===== src/rtl/tow_pkg.sv =====
// Shared types and default sizing for the tug-of-war rope game.
package tow_pkg;

  typedef enum logic [1:0] {
    ST_PLAY     = 2'd0,
    ST_WAIT_REL = 2'd1,
    ST_WIN_L    = 2'd2,
    ST_WIN_R    = 2'd3
  } state_e;

  localparam int NPOS_DEF        = 7;
  localparam int DEB_SAMPLES_DEF = 3;

endpackage


===== src/rtl/pb_cond.sv =====
// Pushbutton conditioner: 2-flop synchronizer, slowen-paced debounce counter,
// and a registered rising-edge press pulse.
module pb_cond #(
  parameter int DEB_SAMPLES = 3
) (
  input  logic clk,
  input  logic rst,
  input  logic slowen,
  input  logic pb,
  output logic deb,
  output logic press
);

  logic       sync1_q, sync2_q;
  logic       deb_q, deb_d;
  logic [3:0] cnt_q, cnt_d;
  logic       press_q, press_d;

  always_comb begin
    deb_d = deb_q;
    cnt_d = cnt_q;
    if (slowen) begin
      if (sync2_q != deb_q) begin
        // Level flips on the sample that completes the run of disagreeing samples.
        if (cnt_q + 4'd1 == 4'(DEB_SAMPLES)) begin
          deb_d = sync2_q;
          cnt_d = 4'd0;
        end else begin
          cnt_d = cnt_q + 4'd1;
        end
      end else begin
        cnt_d = 4'd0;
      end
    end
    press_d = deb_d & ~deb_q;
  end

  always_ff @(posedge clk or posedge rst) begin
    if (rst) begin
      sync1_q <= 1'b0;
      sync2_q <= 1'b0;
      deb_q   <= 1'b0;
      cnt_q   <= 4'd0;
      press_q <= 1'b0;
    end else begin
      sync1_q <= pb;
      sync2_q <= sync1_q;
      deb_q   <= deb_d;
      cnt_q   <= cnt_d;
      press_q <= press_d;
    end
  end

  assign deb   = deb_q;
  assign press = press_q;

endmodule


===== src/rtl/rope_fsm.sv =====
// Tug-of-war rope game: two conditioned buttons pull a one-hot rope marker;
// reaching an end and pulling again wins, with the end LED blinking on slowen.
module rope_fsm
  import tow_pkg::*;
#(
  parameter int NPOS        = NPOS_DEF,
  parameter int DEB_SAMPLES = DEB_SAMPLES_DEF
) (
  input  logic            clk,
  input  logic            rst,
  input  logic            slowen,
  input  logic            pbl,
  input  logic            pbr,
  input  logic            restart,
  output logic [NPOS-1:0] leds,
  output logic            winner_l,
  output logic            winner_r
);

  localparam int PW = $clog2(NPOS);
  localparam logic [PW-1:0]   CENTRE = PW'((NPOS - 1) / 2);
  localparam logic [PW-1:0]   POS_MAX = PW'(NPOS - 1);
  localparam logic [NPOS-1:0] ONE = NPOS'(1);
  localparam logic [NPOS-1:0] MSB = ONE << (NPOS - 1);

  logic deb_l, deb_r, press_l, press_r;

  pb_cond #(.DEB_SAMPLES(DEB_SAMPLES)) u_pbl (
    .clk(clk), .rst(rst), .slowen(slowen), .pb(pbl), .deb(deb_l), .press(press_l)
  );

  pb_cond #(.DEB_SAMPLES(DEB_SAMPLES)) u_pbr (
    .clk(clk), .rst(rst), .slowen(slowen), .pb(pbr), .deb(deb_r), .press(press_r)
  );

  state_e          state_q, state_d;
  logic [PW-1:0]   pos_q, pos_d;
  logic [NPOS-1:0] leds_q, leds_d;
  logic            winner_l_q, winner_l_d;
  logic            winner_r_q, winner_r_d;

  always_comb begin
    state_d = state_q;
    pos_d   = pos_q;
    case (state_q)
      ST_PLAY: begin
        if (press_l && !press_r) begin
          if (pos_q == POS_MAX) state_d = ST_WIN_L;
          else begin
            pos_d   = pos_q + PW'(1);
            state_d = ST_WAIT_REL;
          end
        end else if (press_r && !press_l) begin
          if (pos_q == '0) state_d = ST_WIN_R;
          else begin
            pos_d   = pos_q - PW'(1);
            state_d = ST_WAIT_REL;
          end
        end else if (press_l && press_r) begin
          state_d = ST_WAIT_REL;
        end
      end
      ST_WAIT_REL: if (!deb_l && !deb_r) state_d = ST_PLAY;
      ST_WIN_L, ST_WIN_R: begin
        if (restart) begin
          pos_d   = CENTRE;
          state_d = ST_WAIT_REL;
        end
      end
      default: state_d = ST_PLAY;
    endcase

    // Display follows the next state so every output is a plain register.
    case (state_d)
      ST_WIN_L: leds_d = (state_q == ST_WIN_L) ? (leds_q ^ (slowen ? MSB : '0)) : MSB;
      ST_WIN_R: leds_d = (state_q == ST_WIN_R) ? (leds_q ^ (slowen ? ONE : '0)) : ONE;
      default:  leds_d = ONE << pos_d;
    endcase
    winner_l_d = (state_d == ST_WIN_L);
    winner_r_d = (state_d == ST_WIN_R);
  end

  always_ff @(posedge clk or posedge rst) begin
    if (rst) begin
      state_q    <= ST_PLAY;
      pos_q      <= CENTRE;
      leds_q     <= ONE << CENTRE;
      winner_l_q <= 1'b0;
      winner_r_q <= 1'b0;
    end else begin
      state_q    <= state_d;
      pos_q      <= pos_d;
      leds_q     <= leds_d;
      winner_l_q <= winner_l_d;
      winner_r_q <= winner_r_d;
    end
  end

  assign leds     = leds_q;
  assign winner_l = winner_l_q;
  assign winner_r = winner_r_q;

endmodule


===== config.mk =====
export PLATFORM = sky130hd
export DESIGN_NAME = rope_fsm
export DESIGN_NICKNAME = d
export VERILOG_FILES = /design/src/rtl/tow_pkg.sv /design/src/rtl/pb_cond.sv /design/src/rtl/rope_fsm.sv
export SDC_FILE = /design/constraint.sdc
export NUM_CORES = 1
export LEC_CHECK = 0
export ABC_AREA = 1
export ABC_CLOCK_PERIOD_IN_PS = 1800
export CAP_MARGIN = 20
export CORE_MARGIN = 2
export CORE_UTILIZATION = 56
export DETAILED_ROUTE_END_ITERATION = 10
export PLACE_DENSITY = 0.78
export SYNTH_ARGS = -nofsm -noshare
export SYNTH_HDL_FRONTEND = slang
export SYNTH_SLANG_ARGS = --single-unit

===== constraint.sdc =====
create_clock -name clk -period 1.8 [get_ports clk]
set_input_delay 0.36 -clock clk [delete_from_list [all_inputs] [get_ports clk]]
set_output_delay 0.36 -clock clk [all_outputs]
set_load 0.01 [all_outputs]

==> impl_metrics.yaml <==
route:
  dr.pass1.iters: 4
  num_vias: 1243
  wl_per_cell_um: 12.7
  wl_um: 3070
  first_iter_violations: 43
  avgViaCountPerCell: 5.16
  ant_nets: 0
  drcViolationCount: 0
power:
  p_leak_nw: 0.905
  ir_drop_uv: 984
  power_density_nw_per_um2: 1480
synthesis:
  syn_nets: 201
  synthCells: 187
  ys_ff_latch: 30
  synth_area_leaders: "dfrtp_1, nand2_1, ha_1, nand3_1, dfstp_2"
  synth_top_area_share_pct: 42.3
  synth.avg_cell_area_sq_um: 8.55
  synth.largest_area_cell: "dfrtp_1"
  syn_area_sq_um: 1600
  ys_warn_count: 0
  ys_seq_area_share_pct: 47.2
  synthDistinctLibCells: 26
clock_network:
  cts_sinks: 30
  cts_tree: "yes"
  cts-root-buf: "clkbuf_4"
  cts_made_buffers: 5
  path_clk_slew_ns: 0.09
  clk_latency_ns: 0.33
  h-tree-depth: 2
  hold_buffers: 0
  cts.path.max_buffers: 2
worst_setup_path:
  cp_top_family: "flip-flops"
  cpMaxStageDelayCell: "dfstp_2"
  path_cells: "clkdlybuf4s50_1"
  slowest_delay_ns: 0.54
  crit_required_ns: 1.44
  r2r_cells: 10
  r2r-end: "leds[6]"
  cp_max_fo: 2
  crit_buf_inv: 1
  reg2reg_slack_ns: 0.14
  crit_path_end_kind: "primary output"
  critPathKind: "reg -> out"
  crit_arrival_ns: 1.40
  r2r-start: "pos_q[1]"
  startpoint_type: "flip-flop"
sta:
  maxSlewViolCount: 0
  finalCritPeriodShare_pct: 97.6
  setup_viol: 0
  fin_crit_ns: 1.76
  rsz0062_at_grt: "no"
  layout_setup_ws_ns: 0.0436
  tightest_slew_ns: 0.361
  worst_slew_margin_rel_pct: 75.9
  finalSetupTns_ns: 0
  skew_ns: 0.00656
  final-hold-violation-count: 0
  timing.fmax_mhz: 569
floorplan:
  initial_core_util_pct: 58.5
  die_area_sq_um: 3300
  rows: 19
  pin_count: 15
  die_h_um: 57.4
  die_x_um: 57.4
  fp.coreArea_sq_um: 2730
finish:
  nets: 223
  diodes: 0
  final_common_cell: "nand2_1"
  syn2layout_area_growth_pct: 16.6
  layout_common_cells: "nand2_1, dfrtp_1, nand3_1"
  drive_above_1_share_pct: 22.4
place:
  dpl.hpwl_um: 2290
  place.gp.congestion: 0.916
  dp_slack_ns: 0.0902
  io_buffers: 14
hold_path:
  worstHoldPathCells: 0
  hold_end: "u_pbr.sync2_q"
  worstHoldStart: "u_pbr.sync1_q"
  hold_path.class: "reg -> reg"
global_routing:
  grt-ovfl-total: 0
  antenna_found_initial: 0
  grt_pass1_vias: 1207
  grt_pass1_wl_um: 5310
  grt_max_degree: 31
  grt_use_total_pct: 21.3
job:
  maxCapViolCount: 0
outcome:
  status: "finished clean"
per-layer routing:
layer | vias to the layer above | track usage (%) | wire, um
met3 | 5 | 5.67 | 91
met5 | - | 0 | 0
met1 | 575 | 29.3 | 1440
met4 | 0 | 11.0 | 42
li1 | 637 | - | -
met2 | 26 | 31.2 | 1490
cells by family after synthesis:
| family | count (synthesis) | share of synthesized area [%] |
|---|---|---|
| flops | 30 | 47.2 |
| simple gates | 99 | 31.0 |
| fa+ha+maj | 8 | 6.26 |
| xor+xnor | 6 | 3.29 |
| buf+inv | 27 | 6.49 |
| compound gates | 17 | 5.79 |
through the flow:
step	instance area [sq um]	instances	hold slack, ns	power, W	util (%)
floorplan	1600	187	0.331	0.00195	-
global placement	1780	232	0.339	0.00225	65.2
detailed placement	1780	232	0.340	0.00231	65.2
CTS	1840	240	0.361	0.00274	67.4
global route	1860	241	0.362	0.00300	68.2
finish	1860	241	0.360	0.00276	68.2
worst reg2reg max path, stage by stage (launching register included):
cell and delay [ns]:
dfstp_2 0.57, inv_2 0.06, ha_2 0.33, nand3_1 0.07, nand2_1 0.07, inv_1 0.05, nand2_2 0.09, nand2_2 0.10
nor2_2 0.13, nand2_1 0.06, nand3_1 0.06
report_power, final:
| group | leakage, nW | switching, W | internal [W] |
|---|---|---|---|
| combinational | 0.483 | 0.000750 | 0.000497 |
| sequential | 0.386 | 0.000206 | 0.000888 |
| clock | 0.0353 | 0.000230 | 0.000189 |
| total | 0.905 | 0.00119 | 0.00157 |
registers in the layout, summed over array words and instances, names as in the netlist, 2 cells and up:
| name | count |
|---|---|
| leds | 7 |
| pos_q | 3 |
| state_q | 2 |
| u_pbl.cnt_q | 4 |
| u_pbr.cnt_q | 4 |
cells in the mapped netlist:
master and n:
nand2_1 46, dfrtp_1 27, nand3_1 20, inv_1 17
o21ai_0 11, nand2_2 10, ha_1 8, inv_2 8
nor2_1 6, nand4_1 4, nor2_4 4, xnor2_1 4
dfstp_2 3, a21oi_1 2, nand2_4 2, nor2_2 2
nor3_1 2, o21ai_1 2, xor2_1 2, a21oi_2 1
a22o_1 1, clkbuf_1 1, inv_4 1, nand3_2 1
or2_1 1, or2_2 1
worst max-delay path by stage:
stage	startpoint	to	cells past startpoint
5_1_grt	pos_q[1]	leds[6]	10
3_3_place_gp	slowen	u_pbl.cnt_q[1]	6
6_report	leds[3]	leds[3]	1
3_5_place_dp	slowen	u_pbl.cnt_q[1]	6
4_1_cts	leds[3]	leds[3]	1
2_1_floorplan	pos_q[0]	leds[6]	12
timing repair:
| item | CTS | global route |
|---|---|---|
| endpoints found under the setup margin | 0 | 5 |
| gates resized for setup | 0 | 6 |
| buffers inserted | 0 | 1 |
final cells by class:
cell class | instances | area, sq um
well taps | 31 | 38.8
fillers | 209 | 870
flip-flops and latches | 30 | 754
clock buffers | 7 | 55.1
repair buffers | 16 | 155
inverters | 26 | 100
multi-input cells | 130 | 756
clock inverters | 1 | 5.00
(Power assumes the default switching activity.)
